--- src/rtl/perf_pipe_pkg.sv ---
// perf_pipe_sched shared types and constants.
// Imported by the scheduler top and its helpers.
package perf_pipe_pkg;

    typedef enum logic {
        IDLE,
        DUMP
    } perf_state_t;

    localparam int RPT_ID_W = 8;
    localparam int OVR_W    = 16;

endpackage

--- src/rtl/perf_pipe_sched_stage_counter.sv ---
// perf_stage_counter: one stage's live and shadow valid/stall counters.
// Live counters saturate; snap copies live+increment to shadow and clears live.
module perf_stage_counter #(
    parameter int CNT_WIDTH = 32
) (
    input  logic                 clk,
    input  logic                 rst,
    input  logic                 inc_valid,
    input  logic                 inc_stall,
    input  logic                 snap,
    output logic [CNT_WIDTH-1:0] shadow_valid,
    output logic [CNT_WIDTH-1:0] shadow_stall
);

    logic [CNT_WIDTH-1:0] live_valid;
    logic [CNT_WIDTH-1:0] live_stall;
    logic [CNT_WIDTH-1:0] nxt_valid;
    logic [CNT_WIDTH-1:0] nxt_stall;

    // Saturating next-count including this cycle's sample.
    always_comb begin
        nxt_valid = live_valid;
        nxt_stall = live_stall;
        if (inc_valid && (live_valid != '1))
            nxt_valid = live_valid + CNT_WIDTH'(1);
        if (inc_stall && (live_stall != '1))
            nxt_stall = live_stall + CNT_WIDTH'(1);
    end

    // Accumulate, or hand the window total to shadow and restart.
    always_ff @(posedge clk) begin
        if (!rst) begin
            live_valid   <= '0;
            live_stall   <= '0;
            shadow_valid <= '0;
            shadow_stall <= '0;
        end else if (snap) begin
            live_valid   <= '0;
            live_stall   <= '0;
            shadow_valid <= nxt_valid;
            shadow_stall <= nxt_stall;
        end else begin
            live_valid   <= nxt_valid;
            live_stall   <= nxt_stall;
        end
    end

endmodule

--- src/rtl/perf_pipe_sched.sv ---
// perf_pipe_sched: windowed per-stage activity counters, serialized report port.
// Define PERF_PIPE_SKIP_ZERO_EN to skip stages whose window counts are all zero.
module perf_pipe_sched
    import perf_pipe_pkg::*;
#(
    parameter int NUM_STAGES = 8,
    parameter int CNT_WIDTH  = 32,
    parameter int PERIOD     = 1024
) (
    input  logic                  clk,
    input  logic                  rst,
    input  logic [NUM_STAGES-1:0] stage_valid,
    input  logic [NUM_STAGES-1:0] stage_stall,
    input  logic                  flush_req,
    output logic                  rpt_valid,
    input  logic                  rpt_ready,
    output logic [RPT_ID_W-1:0]   rpt_id,
    output logic [CNT_WIDTH-1:0]  rpt_valid_cnt,
    output logic [CNT_WIDTH-1:0]  rpt_stall_cnt,
    output logic                  busy,
    output logic [OVR_W-1:0]      overrun_cnt
);

    typedef struct packed {
        logic [CNT_WIDTH-1:0] valid_cnt;
        logic [CNT_WIDTH-1:0] stall_cnt;
    } perf_cnt_pair_t;

    localparam int WIN_W = $clog2(PERIOD);
    localparam logic [WIN_W-1:0]    WIN_LAST = WIN_W'(PERIOD - 1);
    localparam logic [RPT_ID_W-1:0] LAST_ID  = RPT_ID_W'(NUM_STAGES - 1);

    perf_state_t          state;
    logic [RPT_ID_W-1:0]  idx;
    logic [RPT_ID_W-1:0]  cur;
    logic                 found;
    logic                 close;
    logic                 snap;
    logic                 xfer;
    logic [WIN_W-1:0]     win;
    perf_cnt_pair_t       shadow [NUM_STAGES];
    perf_cnt_pair_t       sel;

    assign close = flush_req || (win == WIN_LAST);
    assign snap  = close && (state == IDLE);

    for (genvar g = 0; g < NUM_STAGES; g++) begin : g_stage
        perf_stage_counter #(
            .CNT_WIDTH (CNT_WIDTH)
        ) u_cnt (
            .clk          (clk),
            .rst          (rst),
            .inc_valid    (stage_valid[g]),
            .inc_stall    (stage_stall[g]),
            .snap         (snap),
            .shadow_valid (shadow[g].valid_cnt),
            .shadow_stall (shadow[g].stall_cnt)
        );
    end

    // Pick the stage to report: idx itself, or the next non-zero one.
    always_comb begin
        cur   = idx;
        found = 1'b1;
`ifdef PERF_PIPE_SKIP_ZERO_EN
        found = 1'b0;
        for (int i = NUM_STAGES - 1; i >= 0; i--) begin
            if ((RPT_ID_W'(i) >= idx) && (shadow[i] != '0)) begin
                cur   = RPT_ID_W'(i);
                found = 1'b1;
            end
        end
`endif
    end

    // Mux the selected shadow pair onto the report port.
    always_comb begin
        sel = '0;
        for (int i = 0; i < NUM_STAGES; i++) begin
            if (RPT_ID_W'(i) == cur)
                sel = shadow[i];
        end
    end

    assign busy          = (state == DUMP);
    assign rpt_valid     = busy && found;
    assign rpt_id        = rpt_valid ? cur : '0;
    assign rpt_valid_cnt = rpt_valid ? sel.valid_cnt : '0;
    assign rpt_stall_cnt = rpt_valid ? sel.stall_cnt : '0;
    assign xfer          = rpt_valid && rpt_ready;

    // Window position; a flush restarts the window.
    always_ff @(posedge clk) begin
        if (!rst)
            win <= '0;
        else if (close)
            win <= '0;
        else
            win <= win + WIN_W'(1);
    end

    // Dump sequencer: walk the stages once per snapshot.
    always_ff @(posedge clk) begin
        if (!rst) begin
            state <= IDLE;
            idx   <= '0;
        end else begin
            unique case (state)
                IDLE: begin
                    if (close) begin
                        state <= DUMP;
                        idx   <= '0;
                    end
                end
                DUMP: begin
                    if (!found) begin
                        state <= IDLE;
                        idx   <= '0;
                    end else if (xfer) begin
                        if (cur == LAST_ID) begin
                            state <= IDLE;
                            idx   <= '0;
                        end else begin
                            idx <= cur + RPT_ID_W'(1);
                        end
                    end
                end
                default: state <= IDLE;
            endcase
        end
    end

    // Count windows lost because a dump was still running.
    always_ff @(posedge clk) begin
        if (!rst)
            overrun_cnt <= '0;
        else if (close && busy && (overrun_cnt != '1))
            overrun_cnt <= overrun_cnt + OVR_W'(1);
    end

endmodule

--- config.mk ---
export PLATFORM = sky130hd
export DESIGN_NAME = perf_pipe_sched
export DESIGN_NICKNAME = d
export VERILOG_FILES = /design/src/rtl/perf_pipe_pkg.sv /design/src/rtl/perf_pipe_sched_stage_counter.sv /design/src/rtl/perf_pipe_sched.sv
export SDC_FILE = /design/constraint.sdc
export NUM_CORES = 2
export LEC_CHECK = 0
export CORE_MARGIN = 10
export CORE_UTILIZATION = 45
export CTS_CLUSTER_DIAMETER = 100
export DETAILED_ROUTE_END_ITERATION = 6
export HOLD_SLACK_MARGIN = 0.05
export PLACE_DENSITY = 0.7
export SLEW_MARGIN = 20
export SYNTH_ARGS = -nofsm -noshare
export SYNTH_HDL_FRONTEND = slang
export SYNTH_SLANG_ARGS = --single-unit
--- constraint.sdc ---
create_clock -name clk -period 2.3 [get_ports clk]
set_input_delay 0.345 -clock clk [delete_from_list [all_inputs] [get_ports clk]]
set_output_delay 0.345 -clock clk [all_outputs]
set_load 0.05 [all_outputs]
Word-level counts from Yosys, hierarchy flattened. Cells that the tools add are included.

Reduce and logical (&&, ||, !) cells: 25. Add/subtract/negate cells: 19. Multiplexer cells: 35. Equal/unequal tests: 28. Bitwise gates (word level): 2.

Operator list (count): 32-bit two-way mux (18); 32-bit by 1-bit adder with 32-bit output, second input constant (16); 64-bit two-way mux (8); 32-bit inequality test, second input constant (16); 3-bit by 8-bit == test with 1-bit output, first input constant (4); 8-bit two-way mux (4); 1-bit logical AND (20); 16-bit by 1-bit adder with 16-bit output, second input constant (1); 2-bit by 8-bit == test with 1-bit output, first input constant (2); 16-bit inequality test, second input constant (1); 8-bit case mux with 2 select lines (1); 10-bit by 1-bit adder with 10-bit output, second input constant (1); 10-bit == test, second input constant (1); 8-bit by 1-bit adder with 8-bit output, second input constant (1); 1-bit by 8-bit == test with 1-bit output, first input constant (1); 8-bit by 3-bit == test with 1-bit output, second input constant (1); 8-bit zero test (1); 2-bit OR reduction (2); 1-bit two-way mux (3); 2-bit by 1-bit inequality test with 1-bit output, second input constant (1); 2-bit inequality test, second input constant (1); 1-bit inverter (2); 1-bit case mux with 2 select lines (1); 2-bit AND reduction (1); 1-bit logical OR (1).

Logic and storage cells: 145. Input port bits: 20. Output and inout port bits: 90. Bits in registers: 1059.

Logic depth before layout (Yosys ltp).
Depth after elaboration: 10. Depth in mapped cells: 11. Depth with buffers taken out: 8.

Cells and area by module. From an unflattened synthesis, not the netlist that was laid out.

Cells, all modules: 6139. Area, all modules: 49726.4 um^2.

By module, submodules not included: perf_stage_counter (times used 8, seq. area each 2562.5 um^2, cells an instance 626, area each 5390.2 um^2); perf_pipe_sched (times used 1, seq. area each 700.7 um^2, cells an instance 1131, area each 6605.1 um^2).

Least setup slack after synthesis. Ideal clock, no wire load.

Path kind: register to output. Start point: register idx[3] (netlist: cur[3]). End point: output port rpt_stall_cnt[7]. Cell stages (with the launch flop): 9. Slack: -1075 ps. Buffers on the path: 3. Arrival: 3030 ps. Data required time: 1955 ps. Path through: dfxtp_1 > or4_1 > clkbuf_1 > nor3_2 > and3_1 > clkbuf_1 > clkbuf_1 > a22oi_1 > o21ai_0.

Cells in the longest elaborated chain, start to end: 10. Elaborated cells between the ends (all ways): 17. Those cells by class: 7 x eq/ne; 9 x mux; 1 x reduce/logical.

Ends and longest elaborated chain: start: declaration (RTL line perf_pipe_sched.sv:34) `logic [RPT_ID_W-1:0] idx;`; start signal: assignment (RTL line perf_pipe_sched.sv:124) `idx <= cur + RPT_ID_W'(1);`; 8-bit zero test (RTL line perf_pipe_sched.sv:80) `if (RPT_ID_W'(i) == cur)`; 64-bit two-way mux (7 in series) (RTL line perf_pipe_sched.sv:80); 64-bit two-way mux (*) (RTL line perf_pipe_sched.sv:80); 32-bit two-way mux (*) (RTL line perf_pipe_sched.sv:89) `assign rpt_stall_cnt = rpt_valid ? sel.stall_cnt : '0;`; end: declaration (RTL line perf_pipe_sched.sv:19) `output logic [CNT_WIDTH-1:0] rpt_stall_cnt,`.

Mark *: on every way between the ends. The rest lies on a longest branch, timed or not.

Worst setup path in the final report.
Start point: register idx[6] (netlist: cur[6]). End point: output port rpt_valid_cnt[14].

Cells in the longest elaborated chain, start to end: 10. Elaborated cells between the ends (all ways): 17. Those cells by class: 7 x eq/ne; 9 x mux; 1 x reduce/logical.

Ends and longest elaborated chain: 8-bit zero test (RTL line perf_pipe_sched.sv:80); 64-bit two-way mux (7 in series) (RTL line perf_pipe_sched.sv:80); 64-bit two-way mux (*) (RTL line perf_pipe_sched.sv:80); 32-bit two-way mux (*) (RTL line perf_pipe_sched.sv:88) `assign rpt_valid_cnt = rpt_valid ? sel.valid_cnt : '0;`; end: declaration (RTL line perf_pipe_sched.sv:18) `output logic [CNT_WIDTH-1:0] rpt_valid_cnt,`.

Marked as above.

==> flow_summary.yaml <==
synth:
  synth-simple-area-share_pct: 24.8
  yosysTopAreaCell: "dfxtp_1"
  syn_inst: 5625
  avgSynthCellArea_um2: 8.12
  synth_compound_area_share_pct: 14.7
  yosysUniqueCellTypes: 77
  yosys.area_share.adder_pct: 0.602
  ys_ff_latch: 1059
  synthTopCellsByArea: "dfxtp_1, nand2_1, o21ai_0"
  synth_top_family_by_area: "simple AND/OR/NAND/NOR gates"
  seq_area_frac_synth_pct: 46.4
  synthesis.area_um2: 45700
  muxShareOfSynthArea_pct: 0.460
  yosys_warnings: 0
  ys.flop_type: "dfxtp_1"
  synth_nets: 5667
  synth-async-reset-ratio_pct: 0
  yosys.area.top_type_share_pct: 46.4
  synth_edf_count: 0
  synth_xor_area_share_pct: 9.35
worst_setup_path:
  cp.required_ps: 1960
  r2r_slack_ps: -10
  worst-path-max-fanout: 5
  cp-start-kind: "register"
  worst_r2r_endpoint: "g_stage[5].u_cnt.shadow_stall[16]$_SDFFE_PN0P_"
  rr_startpoint: "win[1]$_SDFF_PP0_"
  arrival_ps: 3220
  reg2reg_depth: 9
  cp-end-kind: "primary output"
  worstSetupPathType: "reg -> out"
drt:
  drc: 0
  ant_nets: 0
  via_count: 44000
  drt-initial-drc-count: 4711
  via_per_inst: 5.79
  wl_per_cell_um: 21.9
  routed_wl_mm: 167
  first_pass_iters: 6
timing:
  finClkSkew_ps: 57.8
  tightest_slew_ps: 745
  slew_headroom_pct: 49.8
  hold_ws_ps: 379
  fin_crit_ps: 3570
  slew_violations: 0
  tns_ps: -73640
  rsz0062_at_grt: "yes"
  fin_ws_ps: -1270
  finalCritPeriodShare_pct: 155
  setup_viol: 67
  max_freq_ghz: 0.280
  hold_viol: 0
place:
  io_buffers: 109
  place_congestion: 1.06
  dp_hpwl_mm: 118
  place_ws_ps: -575
floorplan:
  die_height_um: 339
  die_w_um: 339
  dieArea_um2: 115000
  start_util_pct: 45.5
  pin_count: 110
  core_area_um2: 100000
  rows: 116
clocking:
  h-tree-depth: 3
  cts_root_buffer: "clkbuf_16"
  postCtsHoldBufs: 0
  cts.clk_slew.worst_paths_ps: 70
  insertion_delay_ps: 740
  cts_tree: "done"
  numCtsBuffers: 109
  cts_buffer_depth: 3
  cts_num_sinks: 1059
cells_and_area:
  final_layout_size_suffix_gt1_share_pct: 21.2
  nets: 6192
  final_core_util_pct: 60.4
  syn2layout_area_growth_pct: 32.6
power:
  power_mw: 39.7
  p_per_area_nw_per_um2: 654
  vdd_drop_max_uv: 713
  p_leak_nw: 21.3
run:
  drv_cap: 0
hold_path:
  worstHoldStart: "rpt_ready"
  hold_depth: 3
  hp-class: "in -> reg"
  min_to: "cur[1]$_SDFFE_PN0P_"
outcome:
  violations: "negative setup slack"
  status: "finished with violations"
global_routing:
  antenna_found_initial: 4
  grt_pass1_vias: 40800
  grt_max_degree: 84
  grt-ovfl-total: 0
  grt_first_pass_wirelength_mm: 241
  grtUsageTotal_pct: 26.5
-- repair_timing --
| item | 4_1_cts | 5_1_grt |
|---|---|---|
| resized for setup | 289 | 317 |
| cloned | 10 | 15 |
| setup endpoints to repair | 110 | 609 |
| buffers inserted | 45 | 45 |
| pin swaps | 78 | 100 |
| hold endpoints to repair | 0 | 0 |
-- placed cells by master (no fill, tap or decap), drive strengths merged, types with 181 or more instances in the layout --
cell type,count
nand3,189
nand2,848
o21ai,625
nand4,181
xor2,256
dfxtp,1059
xnor2,231
a21oi,253
nor2,684
buf,691
-- logic make-up after synthesis --
logic type	after synthesis
xor+xnor	487
mux	21
compound gates	1180
fa+ha+maj	22
flops	1059
simple gates	2421
buf+inv	435
-- worst max path at each step --
stage                                   start           endpoint  slack [ps]  cells after the start
after CTS                 cur[6]$_SDFFE_PN0P_   rpt_valid_cnt[1]       -1200                     11
final                     cur[6]$_SDFFE_PN0P_  rpt_valid_cnt[14]       -1270                     11
after global placement    cur[6]$_SDFFE_PN0P_  rpt_valid_cnt[27]        -540                     12
after floorplan           cur[6]$_SDFFE_PN0P_   rpt_stall_cnt[0]        -260                      8
after detailed placement  cur[6]$_SDFFE_PN0P_   rpt_stall_cnt[7]        -580                     11
after global routing      cur[6]$_SDFFE_PN0P_   rpt_valid_cnt[1]       -1280                     11
-- through the flow --
stage,cell area [um2],instances
2_1_floorplan,46600,5625
3_3_place_gp,53200,7290
3_5_place_dp,53200,7290
4_1_cts,58800,7545
5_1_grt,60600,7599
6_report,60600,7601
-- area by class of cell --
class,count,area (um2)
Sequential cell,1059,21200
Clock buffer,151,3130
Inverter,105,394
Antenna cell,2,5.00
Timing Repair Buffer,741,8010
Clock inverter,52,758
Multi-Input combinational cell,4134,25400
Fill cell,8454,39800
Tap cell,1357,1700
-- sequential cells by signal (all words and copies together), names as in the netlist --
| name | count |
|---|---|
| g_stage.u_cnt.shadow_valid | 256 |
| g_stage.u_cnt.live_valid | 256 |
| overrun_cnt | 16 |
| cur | 8 |
| busy | 1 |
| g_stage.u_cnt.live_stall | 256 |
| win | 10 |
| g_stage.u_cnt.shadow_stall | 256 |
-- synth_stat cells, drive strengths merged (49+ instances only) --
| cell | count |
|---|---|
| a21oi | 253 |
| and2 | 52 |
| and3 | 93 |
| and4 | 69 |
| clkbuf | 300 |
| dfxtp | 1059 |
| inv | 105 |
| nand2 | 848 |
| nand3 | 189 |
| nand3b | 49 |
| nand4 | 181 |
| nor2 | 684 |
| nor3 | 110 |
| nor4 | 49 |
| o21ai | 624 |
| o22ai | 82 |
| xnor2 | 231 |
| xor2 | 256 |
-- layer usage --
metal / track usage, % / vias up / part of all wire [%]
met1: 34.0 / 21100 / 40
met5: 0 / - / 0.083
li1: - / 20500 / -
met3: 6.83 / 445 / 11
met2: 41.4 / 2021 / 44
met4: 11.8 / 4 / 5.2
-- critical path, stage by stage, from the launching register on --
cell     delay [ps]
dfxtp_2         320
or4_4           540
buf_6           150
nor4_4          270
buf_6           150
buf_12          150
buf_6           120
nand2_4          40
o21ai_2          70
o21ai_2         130
a21oi_4         340
buf_12          190
-- power by group --
group,internal (mW),switching [mW]
Clock,11.1,7.93
Sequential,18.4,0.0794
Combinational,0.780,1.34
Total,30.3,9.34
Power figures use the tool's default switching activity.
